### src/rtl/shift_mix_columns.sv
// AES round stage: ShiftRows followed by iterative MixColumns (COLS_PER_CYCLE columns per clock).
// In the last round the stage applies ShiftRows only and responds one edge after the request.
module shift_mix_columns #(
    parameter int COLS_PER_CYCLE = 1
) (
    input  logic         clk,
    input  logic         reset,
    input  logic         startTransition,
    input  logic         lastRound,
    input  logic [127:0] stateIn,
    output logic [127:0] stateOut,
    output logic         busy,
    output logic         doneTransition
);

    generate
        if (!(COLS_PER_CYCLE == 1 || COLS_PER_CYCLE == 2 || COLS_PER_CYCLE == 4)) begin : g_bad_cols
            $error("shift_mix_columns: COLS_PER_CYCLE must be 1, 2 or 4");
        end
    endgenerate

    localparam logic [2:0] STEP = 3'(COLS_PER_CYCLE);

    typedef enum logic {IDLE, MIX} state_t;

    function automatic logic [7:0] xtime(input logic [7:0] x);
        return {x[6:0], 1'b0} ^ (x[7] ? 8'h1b : 8'h00);
    endfunction

    function automatic logic [31:0] mix_col(input logic [31:0] col);
        logic [7:0] a0, a1, a2, a3;
        a0 = col[31:24];
        a1 = col[23:16];
        a2 = col[15:8];
        a3 = col[7:0];
        return {xtime(a0) ^ xtime(a1) ^ a1 ^ a2 ^ a3,
                a0 ^ xtime(a1) ^ xtime(a2) ^ a2 ^ a3,
                a0 ^ a1 ^ xtime(a2) ^ xtime(a3) ^ a3,
                xtime(a0) ^ a0 ^ a1 ^ a2 ^ xtime(a3)};
    endfunction

    // Byte k = 4c + r lives at [127-8k -: 8]; row r rotates left by r columns.
    function automatic logic [127:0] shift_rows(input logic [127:0] s);
        logic [127:0] o;
        o = '0;
        for (int c = 0; c < 4; c++) begin
            for (int r = 0; r < 4; r++) begin
                o[127 - 8 * (4 * c + r) -: 8] = s[127 - 8 * (4 * ((c + r) % 4) + r) -: 8];
            end
        end
        return o;
    endfunction

    state_t         r_state;
    logic [127:0]   r_work;
    logic [127:0]   r_state_out;
    logic [2:0]     r_cnt;
    logic           r_busy;
    logic           r_done;

    logic [127:0]   w_shift;
    logic [127:0]   w_mix_next;
    logic [2:0]     w_cnt_next;

    assign w_shift    = shift_rows(stateIn);
    assign w_cnt_next = r_cnt + STEP;

    // Only COLS_PER_CYCLE mixers exist; they are steered onto the columns selected by the counter.
    always_comb begin
        w_mix_next = r_work;
        for (int j = 0; j < COLS_PER_CYCLE; j++) begin
            w_mix_next[(3 - int'(r_cnt[1:0]) - j) * 32 +: 32] =
                mix_col(r_work[(3 - int'(r_cnt[1:0]) - j) * 32 +: 32]);
        end
    end

    always_ff @(posedge clk) begin
        if (reset) begin
            r_state     <= IDLE;
            r_work      <= '0;
            r_state_out <= '0;
            r_cnt       <= '0;
            r_busy      <= 1'b0;
            r_done      <= 1'b0;
        end else begin
            r_done <= 1'b0;
            case (r_state)
                IDLE: begin
                    if (startTransition) begin
                        r_work <= w_shift;
                        r_cnt  <= '0;
                        if (lastRound) begin
                            r_state_out <= w_shift;
                            r_done      <= 1'b1;
                        end else begin
                            r_state <= MIX;
                            r_busy  <= 1'b1;
                        end
                    end
                end
                MIX: begin
                    r_work <= w_mix_next;
                    r_cnt  <= w_cnt_next;
                    if (w_cnt_next == 3'd4) begin
                        r_state_out <= w_mix_next;
                        r_done      <= 1'b1;
                        r_busy      <= 1'b0;
                        r_state     <= IDLE;
                    end
                end
                default: r_state <= IDLE;
            endcase
        end
    end

    assign stateOut       = r_state_out;
    assign busy           = r_busy;
    assign doneTransition = r_done;

endmodule

### config.mk
export PLATFORM = sky130hd
export DESIGN_NAME = shift_mix_columns
export DESIGN_NICKNAME = d
export VERILOG_FILES = /design/src/rtl/shift_mix_columns.sv
export SDC_FILE = /design/constraint.sdc
export NUM_CORES = 1
export LEC_CHECK = 0
export CORE_MARGIN = 4
export CORE_UTILIZATION = 34
export CTS_CLUSTER_SIZE = 40
export DETAILED_ROUTE_END_ITERATION = 12
export PLACE_DENSITY = 0.63
export SETUP_SLACK_MARGIN = 0.15
export SKIP_CTS_REPAIR_TIMING = 1
export SLEW_MARGIN = 20
export SYNTH_ARGS = -nofsm -noshare
export SYNTH_HDL_FRONTEND = slang
export SYNTH_SLANG_ARGS = --single-unit
### constraint.sdc
create_clock -name clk -period 2.95 [get_ports clk]
set_input_delay 0.7375 -clock clk [delete_from_list [all_inputs] [get_ports clk]]
set_output_delay 0.7375 -clock clk [all_outputs]
set_load 0.01 [all_outputs]
== Word level (Yosys, flattened, before mapping) ==
Cells that the tools add are included.
Operators by class
  add/subtract/negate cells: 3
  equality and inequality tests: 5
  shift operators: 3
  muxes and demuxes: 25
  bitwise logic cells: 21
  reductions and logical operators: 2
Operators by type and width (number)
  128-bit 2-to-1 mux: 4
  128-bit case mux with 2 select lines: 2
  128-bit bitwise mux: 1
  32-bit by 33-bit variable shift with 128-bit output, first input constant: 1
  128-bit by 8-bit indexed part select with 32-bit output: 1
  32-bit by 33-bit indexed part select with 128-bit output: 1
  8-bit XOR: 16
  8-bit negator with 33-bit output: 1
  8-bit by 5-bit XOR with 8-bit output: 4
  5-bit 2-to-1 mux: 4
  1-bit 2-to-1 mux: 9
  2-bit inequality test, second input constant: 3
  1-bit case mux with 2 select lines: 3
  3-bit case mux with 2 select lines: 1
  3-bit AND reduction: 2
  3-bit by 1-bit adder with 3-bit output, second input constant: 1
  3-bit == test, second input constant: 1
  3-bit 2-to-1 mux: 1
  2-bit by 2-bit subtractor with 3-bit output, first input constant: 1
  2-bit by 1-bit inequality test with 1-bit output, second input constant: 1
  1-bit NOT: 1
Word-level totals
  flip-flop bits (word level): 262
  input port bits: 132
  output and inout port bits: 130
  word-level logic and storage cells: 65

== Longest topological paths before layout ==
Gate-level depths: netlist of run 1.
  depth in word-level cells: 12
  depth in mapped cells: 11
  mapped depth without buffers: 6

== Worst setup path after synthesis of run 1 ==
Ideal clock, no wire load.
  path kind: register -> register
  start: register r_cnt[0]
  end: register r_state_out[100] (netlist: stateOut[100])
  setup time: 92 ps
  data arrival time: 2880 ps
  required time: 2858 ps
  path slack: -23 ps
  stages on the path, launching flop included: 11
  path buffers: 5
  period minus slack after synthesis: 2973 ps
  path through: dfxtp_1 buf_4 buf_6 buf_2 inv_1 ha_1 or4b_2 clkbuf_1 or3_1 clkbuf_1 o32ai_1
Between the ends
  word-level cells in the longest chain between the ends: 12
  elaborated cells on any way between the ends: 36
  those cells by class: add/sub (3); eq/ne (2); shift (3); mux (7); bitwise (20); reduce/logical (1)
RTL lines
  from (decl): line 57  | logic [2:0] r_cnt;
  from (signal assigned): line 103  | r_cnt <= w_cnt_next;
  2-bit by 2-bit subtractor with 3-bit output: line 72, 73
  128-bit by 8-bit indexed part select with 32-bit output: line 73  | mix_col(r_work[(3 - int'(r_cnt[1:0]) - j) * 32 +: 32]);
  5-bit 2-to-1 mux: line 27  | return {x[6:0], 1'b0} ^ (x[7] ? 8'h1b : 8'h00);
  8-bit by 5-bit XOR with 8-bit output: line 27
  8-bit XOR (on tied branches) (4 in series): line 39, 36, 37
  32-bit by 33-bit indexed part select with 128-bit output: line 72  | w_mix_next[(3 - int'(r_cnt[1:0]) - j) * 32 +: 32] =
  128-bit bitwise mux: line 72
  128-bit 2-to-1 mux: line 104  | if (w_cnt_next == 3'd4) begin
  128-bit case mux with 2 select lines: line 87  | case (r_state)
  to (signal assigned): line 93  | r_state_out <= w_shift;
  to (signal assigned): line 105  | r_state_out <= w_mix_next;
  to (decl): line 56  | logic [127:0] r_state_out;
Several ways; a longest one is shown, not always the timed one. The select of a mux whose other input is x is not followed.
A chain may end at the register's enable or synchronous reset.

== Worst setup path in the final report of run 1 ==
  start: register r_cnt[1]
  end: register r_work[27]
Between the ends
  word-level cells in the longest chain between the ends: 11
  elaborated cells on any way between the ends: 31
  those cells by class: add/sub (2); shift (3); mux (6); bitwise (20)
RTL lines
  2-bit by 2-bit subtractor with 3-bit output (*): line 72, 73
  128-bit by 8-bit indexed part select with 32-bit output: line 73
  5-bit 2-to-1 mux: line 27
  8-bit by 5-bit XOR with 8-bit output: line 27
  8-bit XOR (on tied branches) (4 in series): line 39, 36, 37
  32-bit by 33-bit indexed part select with 128-bit output: line 72
  128-bit bitwise mux (*): line 72
  128-bit case mux with 2 select lines (*): line 87
  to (signal assigned): line 90  | r_work <= w_shift;
  to (signal assigned): line 102  | r_work <= w_mix_next;
  to (decl): line 55  | logic [127:0] r_work;
Mark *: on every way between the ends. The rest lies on a longest branch, timed or not.

==> results of run 1 <==
[layout make-up]
class	count	area, um^2
Fill cell	4629	27600
Multi-Input combinational cell	1330	10800
Sequential cell	262	5250
Timing Repair Buffer	347	3400
Clock buffer	48	908
Tap cell	664	831
Clock inverter	7	85.1
Inverter	9	38.8
Antenna cell	1	2.50
[sequential cells by signal, indices dropped and copies added (netlist names)]
register        flops
r_work            128
busy                1
r_cnt               3
r_state             1
stateOut          128
doneTransition      1
[metrics by stage]
step / worst slack, ns / instances / util, % / cell area [um^2]
6_report: 0.190 / 2668 / 43.5 / 21300
3_3_place_gp: 0.270 / 2598 / 41.2 / 20200
2_1_floorplan: 0.172 / 1792 / - / 16900
4_1_cts: 0.0957 / 2653 / 43.2 / 21100
5_1_grt: 0.111 / 2667 / 43.5 / 21300
3_5_place_dp: 0.169 / 2598 / 41.2 / 20200
[cell usage after synthesis (8+ instances only)]
cell and number:
dfxtp_1 262, a31o_2 12, nand2_1 37, a21oi_1 167, clkbuf_1 149, nor2b_1 14
xor2_1 9, o21a_1 80, xnor2_1 27, o2bb2ai_1 36, buf_2 19, o32ai_1 96
buf_1 12, inv_1 9, mux2i_1 129, a311oi_1 80, xnor3_1 41, or3_1 8
a221o_1 80, a22oi_1 48, nor2_1 219, nand3_1 160, xor3_1 20, mux4_2 32
[worst max-delay path by stage]
stage / to / slack (ns)
global route: stateOut[107] / 0.11
global placement: r_work[100] / 0.27
finish: r_work[27] / 0.19
CTS: r_work[27] / 0.1
detailed placement: r_work[27] / 0.17
floorplan: stateOut[107] / 0.17
[cell families after synthesis]
logic type,share of synthesized area [%]
muxes,11.9
DFF,31.1
AOI/OAI and AO/OA,27.2
xor gates and xnor gates,12.6
buffers and inverters,5.08
and+or+nand+nor,11.6
adders and majority gates,0.446
[routing by layer]
layer  vias to the layer above  part of all wire (%)  track usage [%]
li1                       7324                     -                -
met5                         -                     0                0
met4                         0                   3.1             6.99
met2                      1079                    44             39.1
met1                      8208                    41             34.3
met3                       134                    11             6.12
[worst max-delay path, stage by stage, from the launching register on]
cell	delay [ns]
dfxtp_2	0.38
buf_12	0.25
mux4_2	0.61
xor2_2	0.32
xnor3_1	0.67
o32ai_1	0.37
[where the power goes]
part           internal [mW]  switching [mW]  leakage [nW]  total (mW)
Combinational           2.65            3.66          4.94        6.31
Sequential              3.91           0.346          2.16        4.25
Clock                   2.19            1.63         0.490        3.82
==> flow_summary.json, run 1 <==
{
  "status": "complete, no violations",
  "core_mm2": 0.0490,
  "criticalPathCategory": "reg -> reg",
  "chipHeight_um": 231,
  "synth_area_per_cell_um2": 9.40,
  "synth_fp_nets": 1930,
  "root_buffer": "clkbuf_16",
  "period_minus_slack_ns": 2.76,
  "setup_tns_ns": 0,
  "crit_path_max_fanout": 22,
  "nNetsFinal": 2118,
  "drt_pass1_iterations": 6,
  "dp_hpwl_mm": 48.7,
  "grt_pass1_vias": 15900,
  "startpoint": "r_cnt[1]",
  "vias": 16700,
  "finalSetupViolCount": 0,
  "hp-start": "stateOut[6]",
  "drive_gt1_share_pct": 10.9,
  "hold-path-endpoint": "stateOut[6]",
  "peakVddDrop_mv": 0.596,
  "pwr_density_cell_mw_per_mm2": 675,
  "worstMarginPinSlew_ns": 0.813,
  "fp-row-count": 81,
  "drt_wl_total_mm": 70.1,
  "synth_area_mm2": 0.0168,
  "p_leak_nw": 7.59,
  "rsz0062_at_grt": "yes",
  "ys_warn_count": 0,
  "ys_types": 41,
  "grt.overflow.total": 0,
  "fin_crit_sh_pct": 93.6,
  "crit_arrival_ns": 3.23,
  "grt_max_degree": 154,
  "die_x_um": 231,
  "gp_congestion": 0.904,
  "timing.rr.end": "r_work[27]",
  "clock_path_buffers": 3,
  "ff2ff_path_depth": 5,
  "async_reset_ff_share_pct": 0,
  "postSynthCellCount": 1792,
  "yosysSeqAreaShare_pct": 31.1,
  "fin_total_pwr_mw": 14.4,
  "whs_ns": 0.498,
  "vias_per_cell": 6.28,
  "area_delta_synth_final_pct": 26.5,
  "clk_pin_slew_ns": 0.06,
  "cts_made_buffers": 30,
  "synth_area_leaders": "dfxtp_1 (31%), mux2i_1 (7.7%), xnor3_1 (5.5%)",
  "cts_tree": "done",
  "setup.worst_path.start_class": "register",
  "route.detailed.drc": 0,
  "finalMaxSlewViolations": 0,
  "antenna_found_initial": 1,
  "wl_per_cell_um": 26.3,
  "yosysTopAreaCell": "dfxtp_1",
  "grt_pass1_wl_mm": 103,
  "holdPathStages": 2,
  "portBuffers": 261,
  "cp.required_ns": 3.42,
  "clk_latency_ns": 0.62,
  "mostFrequentLayoutCells": "dfxtp_1 (259), clkdlybuf4s50_1 (259), nor2_1 (215)",
  "synth-edff-count": 0,
  "htree_levels": 1,
  "ys.flop_type": "dfxtp_1",
  "max_freq_mhz": 362,
  "maxCapViolCount": 0,
  "regToRegSetupSlack_ns": 0.19,
  "die_area_mm2": 0.0532,
  "ioPinCount": 262,
  "clock_skew_ns": 0.0510,
  "gr-usage-all-layers_pct": 24.9,
  "synth-seq-cells": 262,
  "critPathCaptureType": "register",
  "drtAntennaViolNets": 0,
  "clock-sinks": 262,
  "start_util_pct": 34.4,
  "finalHoldViolCount": 0,
  "reg2reg_from": "r_cnt[1]",
  "relSlewSlack_pct": 45.8,
  "hold_class": "reg -> reg",
  "drtIter0Drc": 2305,
  "synth_top_area_share_pct": 31.1
}
No activity file was read; power rests on OpenSTA's default activity.
==> inputs of run 2 (changes only) <==
- SKIP_CTS_REPAIR_TIMING: 1 -> unset
==> run 2 against run 1 <==
  * Clock skew fell by 0.0028 ns
  * Register-to-register slack barely moved
  * Clock-buffer cell count is the same
  * Flip-flop and latch count stayed put
  * Clock power barely moved
  * Sequential power barely moved
  * Cell area fell by 0.25%
  * Non-clock buffer count down 5
  * Fmax decreased by 0.46%
  * Setup slack got worse by 0.013 ns
  * Cell count is 0.19% lower
  * Largest power group unchanged
  * Worst hold slack barely moved
==> flow_summary.json, run 2 (synthesis gave the netlist of run 1 again) <==
{
  "die_x_um": 231,
  "relSlewSlack_pct": 47.0,
  "grt_pass1_vias": 15900,
  "ioPinCount": 262,
  "hold_buffers": 0,
  "max_freq_mhz": 361,
  "grt_pass1_wl_mm": 103,
  "die_area_mm2": 0.0532,
  "worstMarginPinSlew_ns": 0.795,
  "p_int_mw": 8.71,
  "grt_max_degree": 154,
  "cts_made_buffers": 30,
  "start_util_pct": 34.4,
  "crit_path_max_fanout": 22,
  "gp_congestion": 0.904,
  "maxCapViolCount": 0,
  "criticalPathCategory": "reg -> reg",
  "setup_tns_ns": 0,
  "timing.rr.end": "stateOut[97]",
  "hold-path-endpoint": "stateOut[6]",
  "antenna_found_initial": 1,
  "peakVddDrop_mv": 0.611,
  "cts_tree": "done",
  "drt_wl_total_mm": 70.1,
  "portBuffers": 261,
  "dp_hpwl_mm": 48.7,
  "vias_per_cell": 6.28,
  "finalSetupViolCount": 0,
  "regToRegSetupSlack_ns": 0.18,
  "final_cells": 2663,
  "htree_levels": 1,
  "pwr_density_cell_mw_per_mm2": 675,
  "post-place-cells": 2598,
  "clk_latency_ns": 0.61,
  "p_comb_share_pct": 43.8,
  "clk_pin_slew_ns": 0.06,
  "seqPwrFrac_pct": 29.7,
  "drive_gt1_share_pct": 10.7,
  "core_mm2": 0.0490,
  "cp_slowest_cell": "mux4_2",
  "wl_per_cell_um": 26.3,
  "period_minus_slack_ns": 2.77,
  "clock_path_buffers": 3,
  "area_delta_synth_final_pct": 26.2,
  "drtIter0Drc": 2425,
  "route.detailed.drc": 0,
  "clock_skew_ns": 0.0483,
  "hold_class": "reg -> reg",
  "finalHoldViolCount": 0,
  "reg2reg_from": "r_cnt[1]",
  "grt.overflow.total": 0,
  "drt_pass1_iterations": 6,
  "setup.worst_path.start_class": "register",
  "drtAntennaViolNets": 0,
  "clkPwrFrac_pct": 26.6,
  "post_dp_cell_area_mm2": 0.0202,
  "rsz0062_at_grt": "yes",
  "switching_share_pct": 39.2,
  "worst-path-buf-inv": 1,
  "cp_slowest_stage_delay_ns": 0.67,
  "ff2ff_path_depth": 5,
  "crit_path_cell_trace": "buf_12, mux4_2, xnor3_1, xnor3_2, o32ai_1",
  "status": "complete, no violations",
  "p_leak_nw": 7.55,
  "gr-usage-all-layers_pct": 25.0,
  "nNetsFinal": 2113,
  "p_sw_mw": 5.62,
  "vias": 16700,
  "fp-row-count": 81,
  "hp-start": "stateOut[6]",
  "mostFrequentLayoutCells": "dfxtp_1 (259), clkdlybuf4s50_1 (259), nor2_1 (215)",
  "holdPathStages": 2,
  "root_buffer": "clkbuf_16",
  "chipHeight_um": 231,
  "fin_crit_sh_pct": 94.0,
  "finalMaxSlewViolations": 0,
  "critPathCaptureType": "register",
  "cp.required_ns": 3.41,
  "final_cell_area_mm2": 0.0213,
  "clock-sinks": 262,
  "crit_arrival_ns": 3.23,
  "fin_total_pwr_mw": 14.3,
  "utilization_pct": 43.4,
  "crit_family": "XOR/XNOR gates"
}
-- run 2: worst register-to-register path, cell delays in order (launching register included) --
cell     delay [ns]
dfxtp_2        0.37
buf_12         0.24
mux4_2         0.69
xnor3_1        0.42
xnor3_2        0.54
o32ai_1        0.36
-- run 2: layout make-up --
| class | count | area [um^2] |
|---|---|---|
| antenna | 1 | 2.50 |
| clock buffer | 48 | 908 |
| clock inverter | 7 | 85.1 |
| fill | 4627 | 27700 |
| inverter | 9 | 38.8 |
| multi-input combinational | 1330 | 10800 |
| sequential | 262 | 5250 |
| tap | 664 | 831 |
| timing repair buffer | 342 | 3330 |
-- run 2: through the flow --
| stage | hold WS [ns] | setup slack (ns) |
|---|---|---|
| finish | 0.498 | 0.177 |
| global route | 0.522 | 0.106 |
| CTS | 0.502 | 0.158 |
| detailed placement | 0.490 | 0.169 |
| global placement | 0.492 | 0.270 |
| floorplan | 0.518 | 0.172 |
-- run 2: how the worst max path moves through the flow --
stage,from,end,cells past startpoint
2_1_floorplan,r_cnt[1],stateOut[107],10
3_3_place_gp,r_cnt[1],r_work[100],5
3_5_place_dp,r_cnt[1],r_work[27],5
4_1_cts,r_cnt[1],stateOut[83],6
5_1_grt,r_cnt[0],stateOut[35],5
6_report,r_cnt[1],stateOut[97],5
-- run 2: power by group through the flow --
stage | sequential (mW) | combinational, mW | clock (mW)
global route | 4.28 | 6.55 | 3.99
detailed placement | 4.31 | 6.05 | 0
global placement | 4.30 | 5.96 | 0
floorplan | 4.23 | 3.93 | 0
CTS | 4.23 | 6.09 | 3.84
finish | 4.25 | 6.28 | 3.81
-- run 2: what timing repair did --
item / in CTS / in global routing
pin swaps: 0 / 2
buffers inserted: 3 / 6
resized for setup: 1 / 9
endpoints found under the setup margin: 7 / 62
-- run 2: layer usage --
| metal | track usage, % | share of wire [%] | vias up |
|---|---|---|---|
| li1 | - | - | 7313 |
| met1 | 34.4 | 42 | 8194 |
| met2 | 39.2 | 45 | 1090 |
| met3 | 6.08 | 11 | 127 |
| met4 | 6.73 | 2.8 | 0 |
| met5 | 0 | 0 | - |
